$ cat src/rtl/mem_arb_pkg.sv
// mem_arb_pkg: shared encodings and defaults for the memory port arbiter.
package mem_arb_pkg;
  localparam logic [0:0] ST_IDLE = 1'b0;
  localparam logic [0:0] ST_BUSY = 1'b1;
  localparam logic [0:0] OWN_CPU = 1'b0;
  localparam logic [0:0] OWN_DMA = 1'b1;
  localparam int TIMEOUT_DEF = 16;
endpackage

$ cat src/rtl/rr_arb2.sv
// rr_arb2: combinational 2-way round-robin picker; on a tie the requester that was not granted last wins.
module rr_arb2 (
  input  logic [1:0] req,
  input  logic       last,
  output logic       gnt_valid,
  output logic       gnt_id
);
  assign gnt_valid = |req;
  assign gnt_id = &req ? ~last : req[1];
endmodule

$ cat src/rtl/mem_port_arbiter.sv
// mem_port_arbiter: shares one req/ack memory port between CPU and DMA with round-robin fairness.
// Optional ack timeout enabled by defining MEM_ARB_TIMEOUT_EN.
module mem_port_arbiter
  import mem_arb_pkg::*;
#(
  parameter int AW = 32,
  parameter int DW = 32,
  parameter int TIMEOUT = TIMEOUT_DEF
) (
  input  logic          clk,
  input  logic          reset,
  input  logic          cpu_req,
  input  logic          cpu_we,
  input  logic [AW-1:0] cpu_adr,
  input  logic [DW-1:0] cpu_wdata,
  output logic          cpu_done,
  input  logic          dma_req,
  input  logic          dma_we,
  input  logic [AW-1:0] dma_adr,
  input  logic [DW-1:0] dma_wdata,
  output logic          dma_done,
  output logic [DW-1:0] rdata,
  output logic          err,
  output logic          mem_req,
  output logic          mem_we,
  output logic [AW-1:0] mem_adr,
  output logic [DW-1:0] mem_wdata,
  input  logic          mem_ack,
  input  logic [DW-1:0] mem_rdata
);
  logic state, owner, last, gnt_valid, gnt_id, tout, fin;
  rr_arb2 u_rr (
    .req      ({dma_req, cpu_req}),
    .last     (last),
    .gnt_valid(gnt_valid),
    .gnt_id   (gnt_id)
  );
`ifdef MEM_ARB_TIMEOUT_EN
  localparam logic [7:0] TO_LAST = 8'(TIMEOUT - 1);
  logic [7:0] cnt;
  // held at zero while idle, so it starts from zero in the first BUSY cycle
  always_ff @(posedge clk or negedge reset)
    if (!reset) cnt <= '0;
    else cnt <= (state == ST_IDLE) ? 8'd0 : cnt + 8'd1;
  assign tout = !mem_ack && cnt == TO_LAST;
`else
  assign tout = 1'b0;
`endif
  assign fin = state == ST_BUSY && (mem_ack || tout);
  always_ff @(posedge clk or negedge reset)
    if (!reset) begin
      state     <= ST_IDLE;
      owner     <= OWN_CPU;
      last      <= OWN_DMA;
      cpu_done  <= 1'b0;
      dma_done  <= 1'b0;
      err       <= 1'b0;
      rdata     <= '0;
      mem_req   <= 1'b0;
      mem_we    <= 1'b0;
      mem_adr   <= '0;
      mem_wdata <= '0;
    end else begin
      cpu_done <= fin && owner == OWN_CPU;
      dma_done <= fin && owner == OWN_DMA;
      err      <= fin && !mem_ack;
      if (fin) begin
        rdata   <= (mem_ack && !mem_we) ? mem_rdata : '0;
        mem_req <= 1'b0;
        state   <= ST_IDLE;
      end else if (state == ST_IDLE && gnt_valid) begin
        owner     <= gnt_id;
        last      <= gnt_id;
        mem_we    <= gnt_id ? dma_we : cpu_we;
        mem_adr   <= gnt_id ? dma_adr : cpu_adr;
        mem_wdata <= gnt_id ? dma_wdata : cpu_wdata;
        mem_req   <= 1'b1;
        state     <= ST_BUSY;
      end
    end
endmodule

$ cat config.mk
export PLATFORM = sky130hd
export DESIGN_NAME = mem_port_arbiter
export DESIGN_NICKNAME = d
export VERILOG_FILES = /design/src/rtl/mem_arb_pkg.sv /design/src/rtl/rr_arb2.sv /design/src/rtl/mem_port_arbiter.sv
export SDC_FILE = /design/constraint.sdc
export NUM_CORES = 1
export LEC_CHECK = 0
export CAP_MARGIN = 25
export CELL_PAD_IN_SITES_DETAIL_PLACEMENT = 1
export CELL_PAD_IN_SITES_GLOBAL_PLACEMENT = 2
export CORE_MARGIN = 2
export CORE_UTILIZATION = 23
export DETAILED_ROUTE_END_ITERATION = 8
export PLACE_DENSITY = 0.94
export SYNTH_ARGS = -nofsm -noshare
export SYNTH_HDL_FRONTEND = slang
export SYNTH_SLANG_ARGS = --single-unit
$ cat constraint.sdc
create_clock -name clk -period 2.9 [get_ports clk]
set_input_delay 0.58 -clock clk [delete_from_list [all_inputs] [get_ports clk]]
set_output_delay 0.58 -clock clk [all_outputs]
set_load 0.02 [all_outputs]
======== Word level (Yosys, flattened, before mapping) ========
Cells that the tools add are included.
word-level totals
  logic and storage cells ................. 33
  flip-flop bits (word level) ............. 103
  bits in writable memories ............... 0
  bits in latches ......................... 0
  input bits .............................. 167
  memories kept ........................... 0
  bits in read-only memories .............. 0
cells by class
  reduce and logical (&&, ||, !) cells .... 12
  add/subtract/negate cells ............... 0
  div/mod/pow operators ................... 0
  multiplexer cells ....................... 7
  shifts and indexed selects .............. 0
  bitwise operators ....................... 4
  order comparisons ....................... 0
  equality and inequality tests ........... 0
  multipliers ............................. 0
operators with widths
  operator             number
  two-way mux 32 bit   3
  logical AND 1 bit    6
  two-way mux 1 bit    4
  NOT 1 bit            4
  AND reduction 2 bit  2
  logical NOT 1 bit    2
  nonzero test 2 bit   1
  OR reduction 2 bit   1

======== Logic depth before layout (Yosys ltp) ========
Gate-level depths: netlist (run 1).
  depth in word-level cells ............... 4
  gate-level depth with buffers ........... 5
  mapped depth without buffers ............ 3

======== Modules after synthesis ========
Synthesis (run 1) repeated with hierarchy kept, for this count alone.
second synthesis, totals
  cell total of the unflattened synthesis .. 329
  area, all modules ....................... 4,812.1 µm²
by module, submodules not included
  module            instances  area each (µm²)  sequential area each (µm²)  cells an instance
  mem_port_arbiter  1          4,798.4          2,578.7                     327
  rr_arb2           1          13.8             0.0                         2

======== Worst setup path before layout (run 1) ========
No wires, ideal clock.
  path type ............................... input port to flip-flop
  from .................................... input dma_req
  to ...................................... register mem_adr[10]
  arrival ................................. 1.292 ns
  cell stages on the path ................. 5
  path slack .............................. 1.535 ns
  data required time ...................... 2.827 ns
  path buffers ............................ 2
  setup time .............................. 0.073 ns
  cell sequence ........................... o21bai_2 > buf_2 > buf_4 > a21oi_2 > a21oi_2
on the way
  word-level cells in the longest chain between the ends .. 3
  elaborated cells between the ends (all ways) .. 6
  classes of those cells .................. 2 x mux; 4 x reduce/logical
RTL lines
  what                                                              RTL line                              source
  start: declaration                                                mem_port_arbiter.sv:17                input logic dma_req,
  AND reduction 2 bit / OR reduction 2 bit (equally long branches)  rr_arb2.sv:9, rr_arb2.sv:8
  two-way mux 1 bit / logical AND 1 bit (equally long branches)     rr_arb2.sv:9, mem_port_arbiter.sv:71
  two-way mux 32 bit / AND reduction 2 bit (equally long branches)  --
  end signal: assignment                                            mem_port_arbiter.sv:75                mem_adr <= gnt_id ? dma_adr : cpu_adr;
  end: declaration                                                  mem_port_arbiter.sv:26                output logic [AW-1:0] mem_adr,
Parallel ways exist; a longest one is shown, timed or not.
A chain may end at the register's enable or synchronous reset.

==> impl_metrics.xml, run 1 <==
<?xml version="1.0" encoding="UTF-8"?>
<metrics>
  <group name="run_status">
    <metric name="outcome" unit="">finished clean</metric>
  </group>
  <group name="clocking">
    <metric name="cts_inserted_buffers" unit="">9</metric>
    <metric name="holdBufCountCts" unit="">0</metric>
    <metric name="cts-root-buf" unit="">clkbuf_16</metric>
    <metric name="tritoncts_num_sinks" unit="">103</metric>
    <metric name="htreeDepth" unit="">3</metric>
    <metric name="clkSlewWorstSetupHoldPaths" unit="ps">80</metric>
    <metric name="clock_latency_on_the_worst_skew_pair" unit="ps">350</metric>
    <metric name="cts_tree" unit="">built</metric>
    <metric name="post_cts_resize_count" unit="">0</metric>
    <metric name="cts-root-to-sink-buffers" unit="">2</metric>
    <metric name="cts_setup_buffers" unit="">0</metric>
  </group>
  <group name="floorplanning">
    <metric name="num_io_pins" unit="">268</metric>
    <metric name="dieHeight" unit="um">150</metric>
    <metric name="initial_util" unit="">0.234</metric>
    <metric name="floorplan.die.width" unit="um">150</metric>
    <metric name="die_area" unit="um2">22500</metric>
    <metric name="core" unit="um2">21000</metric>
    <metric name="std_cell_rows" unit="">53</metric>
  </group>
  <group name="flow_run">
    <metric name="drv.max_cap_violation_count" unit="">0</metric>
  </group>
  <group name="synth">
    <metric name="synth_area_leaders" unit="">dfrtp_1 52%, a21oi_2 18%, nand2_1 7.6%</metric>
    <metric name="edff_count_synth" unit="">0</metric>
    <metric name="synthesized_area_fraction_occupied_by_adder_cells" unit="">0</metric>
    <metric name="synth_ff_type" unit="">dfrtp_1</metric>
    <metric name="yosysWarningCount" unit="">0</metric>
    <metric name="complex_gate_fraction_of_the_synthesized_area" unit="">0.255</metric>
    <metric name="ys_ff_latch" unit="">103</metric>
    <metric name="synth_top_cell_area_share" unit="">0.521</metric>
    <metric name="postSynthCellCount" unit="">511</metric>
    <metric name="synth_area" unit="um2">4900</metric>
    <metric name="synth_mux_area_frac" unit="">0</metric>
    <metric name="synthDistinctLibCells" unit="">22</metric>
    <metric name="synth_top_cell_by_area" unit="">dfrtp_1</metric>
    <metric name="dominant_combinational_cell_family_by_area_after_synthesis" unit="">compound AO/OA/AOI/OAI gates</metric>
    <metric name="yosys.area_share.xor_xnor" unit="">0</metric>
    <metric name="seq_area_frac_synth" unit="">0.526</metric>
    <metric name="synth.net_count" unit="">678</metric>
    <metric name="asyncSetResetFlopFracSynth" unit="">1.00</metric>
    <metric name="postSynthAreaPerCell" unit="um2">9.59</metric>
    <metric name="synth-simple-area-share" unit="">0.168</metric>
  </group>
  <group name="timing">
    <metric name="grt_setup_unrepaired" unit="">no</metric>
    <metric name="final-setup-viol-count" unit="">0</metric>
    <metric name="timing.final.crit_share" unit="">0.738</metric>
    <metric name="fin_tns_setup" unit="ps">0</metric>
    <metric name="finalClockSkew" unit="ps">7.75</metric>
    <metric name="timing_hold_violations_final" unit="">0</metric>
    <metric name="final_max_slew_viol_count" unit="">0</metric>
    <metric name="finalWorstPathRequiredPeriod" unit="ps">2140</metric>
    <metric name="timing.fmax" unit="MHz">467</metric>
  </group>
  <group name="route">
    <metric name="total_via_count_in_the_routed_design" unit="">4532</metric>
    <metric name="dr.pass1.iters" unit="">4</metric>
    <metric name="drcViolationCount" unit="">0</metric>
    <metric name="drt_iter0_markers" unit="">90</metric>
    <metric name="antenna_violating_nets_post_route" unit="">0</metric>
    <metric name="finalWirelength" unit="um">17500</metric>
    <metric name="post_drt_wl_per_cell" unit="um">16.7</metric>
    <metric name="route.detailed.vias_per_inst" unit="">4.34</metric>
  </group>
  <group name="final_layout">
    <metric name="final_layout_size_suffix_gt1_frac" unit="">0.177</metric>
    <metric name="final_common_cell" unit="">clkdlybuf4s50_1</metric>
    <metric name="most-common-layout-cells" unit="">266 x clkdlybuf4s50_1, 102 x dfrtp_1, 100 x a21oi_2</metric>
    <metric name="antenna_cells" unit="">0</metric>
    <metric name="fillers" unit="">2423</metric>
    <metric name="nNetsFinal" unit="">932</metric>
    <metric name="layout-area-overhead-vs-synth" unit="%">66.1</metric>
  </group>
  <group name="global_routing">
    <metric name="grt_util_all_layers" unit="">0.155</metric>
    <metric name="antenna_found_initial" unit="">0</metric>
    <metric name="grt_first_pass_wirelength" unit="um">26800</metric>
    <metric name="maximum_number_of_pins_on_one_net_before_global_route_repair" unit="">55</metric>
    <metric name="first_global_vias" unit="">4903</metric>
    <metric name="globalRoute.totalOverflow" unit="">0</metric>
  </group>
  <group name="worst_setup_path">
    <metric name="worst_setup_path_end_kind" unit="">output port</metric>
    <metric name="critPathTopFamily" unit="">buffers and inverters</metric>
    <metric name="r2r_end" unit="">mem_wdata[22]</metric>
    <metric name="slowest_delay" unit="ps">680</metric>
    <metric name="critical_path.cell_chain" unit="">clkdlybuf4s50_1</metric>
    <metric name="data_arrival_critical_path" unit="ps">1560</metric>
    <metric name="critical_path_class" unit="">register to output port</metric>
    <metric name="crit_path_slowest_cell" unit="">clkdlybuf4s50_1</metric>
    <metric name="path_buf_inv" unit="">1</metric>
    <metric name="crit-reg2reg-launch" unit="">state</metric>
    <metric name="r2r.worst_path.cells" unit="">4</metric>
    <metric name="critical_path_rt" unit="ps">2320</metric>
    <metric name="maximum_net_fanout_on_the_critical_path" unit="">7</metric>
    <metric name="critical_path.startpoint_type" unit="">register</metric>
    <metric name="reg2reg_setup_slack" unit="ps">1330</metric>
  </group>
  <group name="place">
    <metric name="place.detailed.hpwl" unit="um">12700</metric>
    <metric name="finalWeightedCongestion" unit="">0.711</metric>
    <metric name="io_buffers" unit="">267</metric>
  </group>
  <group name="power_and_ir_drop">
    <metric name="report.power.total" unit="mW">7.06</metric>
    <metric name="peakVddDrop" unit="uV">312</metric>
    <metric name="cellPowerDensity" unit="nW/um2">867</metric>
    <metric name="total_leakage_power" unit="nW">3.21</metric>
  </group>
  <group name="min_path">
    <metric name="min_path_type" unit="">input pin to async pin</metric>
  </group>
</metrics>
[cell families after synthesis]
logic type / count (synthesis)
simple gates: 198
other cells: 1
buf+inv: 39
flops: 103
compound gates: 170
[how the worst max path moves through the flow]
stage                 start            end  slack (ps)  depth (start not counted)
finish                state        mem_req         760                          1
global route          state        mem_req         650                          1
CTS                   state        mem_req         720                          1
detailed placement  cpu_req  mem_wdata[10]         610                          5
global placement    cpu_req  mem_wdata[17]         650                          5
floorplan           dma_req    mem_adr[10]        1540                          5
[per-layer routing]
| metal | GRT usage | vias to the layer above | share of wire |
|---|---|---|---|
| met2 | 0.251 | 192 | 0.46 |
| li1 | - | 2186 | - |
| met3 | 0.0527 | 16 | 0.093 |
| met1 | 0.193 | 2138 | 0.43 |
| met4 | 0.0542 | 0 | 0.017 |
| met5 | 0 | - | 0 |
[sequential cells by signal (all words and copies together), names as in the netlist]
register / flops
state: 1
cpu_done: 1
mem_adr: 32
owner: 1
dma_done: 1
err: 1
mem_we: 1
last: 1
rdata: 32
mem_wdata: 32
[metrics by stage]
step | hold slack [ps] | util | std cells | area (um2) | setup WS [ps]
2_1_floorplan | 284 | - | 511 | 4900 | 1540
3_3_place_gp | 450 | 0.375 | 1029 | 7860 | 649
3_5_place_dp | 460 | 0.375 | 1029 | 7860 | 610
4_1_cts | 120 | 0.388 | 1045 | 8140 | 723
5_1_grt | 136 | 0.388 | 1045 | 8140 | 653
6_report | 130 | 0.388 | 1045 | 8140 | 759
[Yosys cell counts (all sizes together), types with 7 or more instances]
cell,n
dfrtp,102
a21oi,131
buf,31
nand2b,32
clkbuf,7
nand2,99
nor2,66
o21ai,34
[power by group]
part,switching (mW),internal [mW]
combinational,1.89,1.66
sequential,0.320,1.99
clock,0.573,0.633
[area by class of cell]
type	instances	area, um2	share of cell area
inverters	1	3.75	0.000461
repair buffers	281	2830	0.347
clock buffers	12	256	0.0315
flip-flops and latches	103	2580	0.317
well taps	275	344	0.0423
multi-input cells	369	2100	0.258
clock inverters	4	28.8	0.00354
No activity file was read; power rests on OpenSTA's default activity.
==> inputs of run 2 (changes only) <==
Settings changed: CORE_UTILIZATION 23 to 22, PLACE_DENSITY 0.94 to 0.9.
Clock period 2.9 ns to 2.06 ns, I/O delays scaled along.
==> impl_metrics.xml, run 2 (synthesized netlist as in run 1, its figures left out) <==
<?xml version="1.0" encoding="UTF-8"?>
<metrics>
  <group name="global_routing">
    <metric name="antenna_found_initial" unit="">0</metric>
    <metric name="grt_util_all_layers" unit="">0.145</metric>
    <metric name="globalRoute.totalOverflow" unit="">0</metric>
    <metric name="first_global_vias" unit="">4819</metric>
    <metric name="maximum_number_of_pins_on_one_net_before_global_route_repair" unit="">66</metric>
    <metric name="grt_first_pass_wirelength" unit="um">26900</metric>
  </group>
  <group name="route">
    <metric name="dr.pass1.iters" unit="">4</metric>
    <metric name="post_drt_wl_per_cell" unit="um">16.3</metric>
    <metric name="drcViolationCount" unit="">0</metric>
    <metric name="antenna_violating_nets_post_route" unit="">0</metric>
    <metric name="route.detailed.vias_per_inst" unit="">4.34</metric>
    <metric name="total_via_count_in_the_routed_design" unit="">4563</metric>
    <metric name="drt_iter0_markers" unit="">111</metric>
    <metric name="finalWirelength" unit="um">17100</metric>
  </group>
  <group name="place">
    <metric name="finalWeightedCongestion" unit="">0.741</metric>
    <metric name="place.detailed.hpwl" unit="um">12700</metric>
    <metric name="io_buffers" unit="">267</metric>
  </group>
  <group name="floorplanning">
    <metric name="die_area" unit="um2">23500</metric>
    <metric name="core" unit="um2">21800</metric>
    <metric name="std_cell_rows" unit="">54</metric>
    <metric name="initial_util" unit="">0.225</metric>
    <metric name="floorplan.die.width" unit="um">153</metric>
    <metric name="dieHeight" unit="um">153</metric>
    <metric name="num_io_pins" unit="">268</metric>
  </group>
  <group name="power_and_ir_drop">
    <metric name="cellPowerDensity" unit="nW/um2">1210</metric>
    <metric name="peakVddDrop" unit="uV">453</metric>
    <metric name="report.power.total" unit="mW">9.92</metric>
    <metric name="total_leakage_power" unit="nW">3.24</metric>
  </group>
  <group name="clocking">
    <metric name="cts_inserted_buffers" unit="">9</metric>
    <metric name="tritoncts_num_sinks" unit="">103</metric>
    <metric name="post_cts_resize_count" unit="">0</metric>
    <metric name="clkSlewWorstSetupHoldPaths" unit="ps">80</metric>
    <metric name="cts-root-to-sink-buffers" unit="">2</metric>
    <metric name="clock_latency_on_the_worst_skew_pair" unit="ps">350</metric>
    <metric name="cts_tree" unit="">built</metric>
    <metric name="cts-root-buf" unit="">clkbuf_16</metric>
    <metric name="htreeDepth" unit="">3</metric>
  </group>
  <group name="timing">
    <metric name="timing_hold_violations_final" unit="">0</metric>
    <metric name="final-setup-viol-count" unit="">0</metric>
    <metric name="finalClockSkew" unit="ps">11.8</metric>
    <metric name="final_max_slew_viol_count" unit="">0</metric>
    <metric name="fin_hold_ws" unit="ps">486</metric>
    <metric name="finalWorstPathRequiredPeriod" unit="ps">1890</metric>
    <metric name="timing.fmax" unit="MHz">530</metric>
    <metric name="timing.final.crit_share" unit="">0.916</metric>
    <metric name="fin_tns_setup" unit="ps">0</metric>
    <metric name="grt_setup_unrepaired" unit="">no</metric>
  </group>
  <group name="worst_setup_path">
    <metric name="critical_path_rt" unit="ps">1650</metric>
    <metric name="crit-reg2reg-launch" unit="">last</metric>
    <metric name="worst_setup_path_end_kind" unit="">output port</metric>
    <metric name="crit_path_slowest_cell" unit="">clkdlybuf4s50_1</metric>
    <metric name="maximum_net_fanout_on_the_critical_path" unit="">7</metric>
    <metric name="r2r.worst_path.cells" unit="">4</metric>
    <metric name="critPathTopFamily" unit="">buffers and inverters</metric>
    <metric name="slowest_delay" unit="ps">660</metric>
    <metric name="path_buf_inv" unit="">1</metric>
    <metric name="reg2reg_setup_slack" unit="ps">680</metric>
    <metric name="r2r_end" unit="">mem_adr[2]</metric>
    <metric name="critical_path.cell_chain" unit="">clkdlybuf4s50_1</metric>
    <metric name="critical_path.startpoint_type" unit="">register</metric>
    <metric name="critical_path_class" unit="">register to output port</metric>
    <metric name="data_arrival_critical_path" unit="ps">1480</metric>
  </group>
  <group name="final_layout">
    <metric name="biggestRegsByFlops" unit="">mem_adr x32, mem_wdata x32, rdata x32</metric>
    <metric name="final_common_cell" unit="">clkdlybuf4s50_1</metric>
    <metric name="layout-area-overhead-vs-synth" unit="%">67.8</metric>
    <metric name="most-common-layout-cells" unit="">266 x clkdlybuf4s50_1, 102 x dfrtp_1, 100 x a21oi_2</metric>
    <metric name="nNetsFinal" unit="">933</metric>
    <metric name="fillers" unit="">2495</metric>
    <metric name="antenna_cells" unit="">0</metric>
    <metric name="final_layout_size_suffix_gt1_frac" unit="">0.176</metric>
  </group>
  <group name="run_status">
    <metric name="outcome" unit="">finished clean</metric>
  </group>
  <group name="flow_run">
    <metric name="drv.max_cap_violation_count" unit="">0</metric>
  </group>
  <group name="min_path">
    <metric name="min_path_type" unit="">input pin to async pin</metric>
  </group>
</metrics>
-- run 2: cell count changes in the layout (fill, tap and decap cells not counted), sizes merged --
cell,change
clkinv,+2
clkbuf,-2
inv,+1
clkinvlp,-1
dlygate4sd3,+1
-- run 2: worst max path at each step --
stage	startpoint	end	slack, ps	cells past startpoint
finish	state	mem_req	170	1
global route	state	mem_req	90	1
CTS	state	mem_req	130	1
detailed placement	cpu_req	mem_adr[31]	100	5
global placement	cpu_req	mem_wdata[7]	170	5
floorplan	state	mem_adr[10]	710	5
-- run 2: repair_timing --
action,4_1_cts,5_1_grt
hold endpoints to repair,18,0
buffers inserted,0,0
hold buffers,1,0
-- run 2: area by class of cell --
class	instances	area [um2]	area share
clock buffer	10	229	0.0278
clock inverter	6	43.8	0.00532
inverter	1	3.75	0.000456
multi-input combinational	369	2100	0.255
sequential	103	2580	0.314
tap	280	350	0.0426
timing repair buffer	282	2920	0.355
-- run 2: metrics by stage --
stage | setup WS, ps | cell area, um2 | utilization | cells
finish | 172 | 8230 | 0.377 | 1051
global route | 90.9 | 8230 | 0.377 | 1051
CTS | 131 | 8230 | 0.377 | 1051
detailed placement | 102 | 7940 | 0.364 | 1034
global placement | 173 | 7940 | 0.364 | 1034
floorplan | 710 | 4900 | - | 511
-- run 2: report_power, final --
part           internal [mW]  total, mW  switching [mW]
Combinational           2.39       5.04            2.66
Sequential              2.80       3.24           0.439
Clock                  0.828       1.64           0.809
Total                   6.02       9.92            3.91
-- run 2: routing by layer --
layer | vias up | share of wire | GRT usage
met5 | - | 0 | 0
met4 | 0 | 0.019 | 0.0454
met3 | 17 | 0.089 | 0.0564
met2 | 186 | 0.47 | 0.236
met1 | 2170 | 0.42 | 0.178
li1 | 2190 | - | -
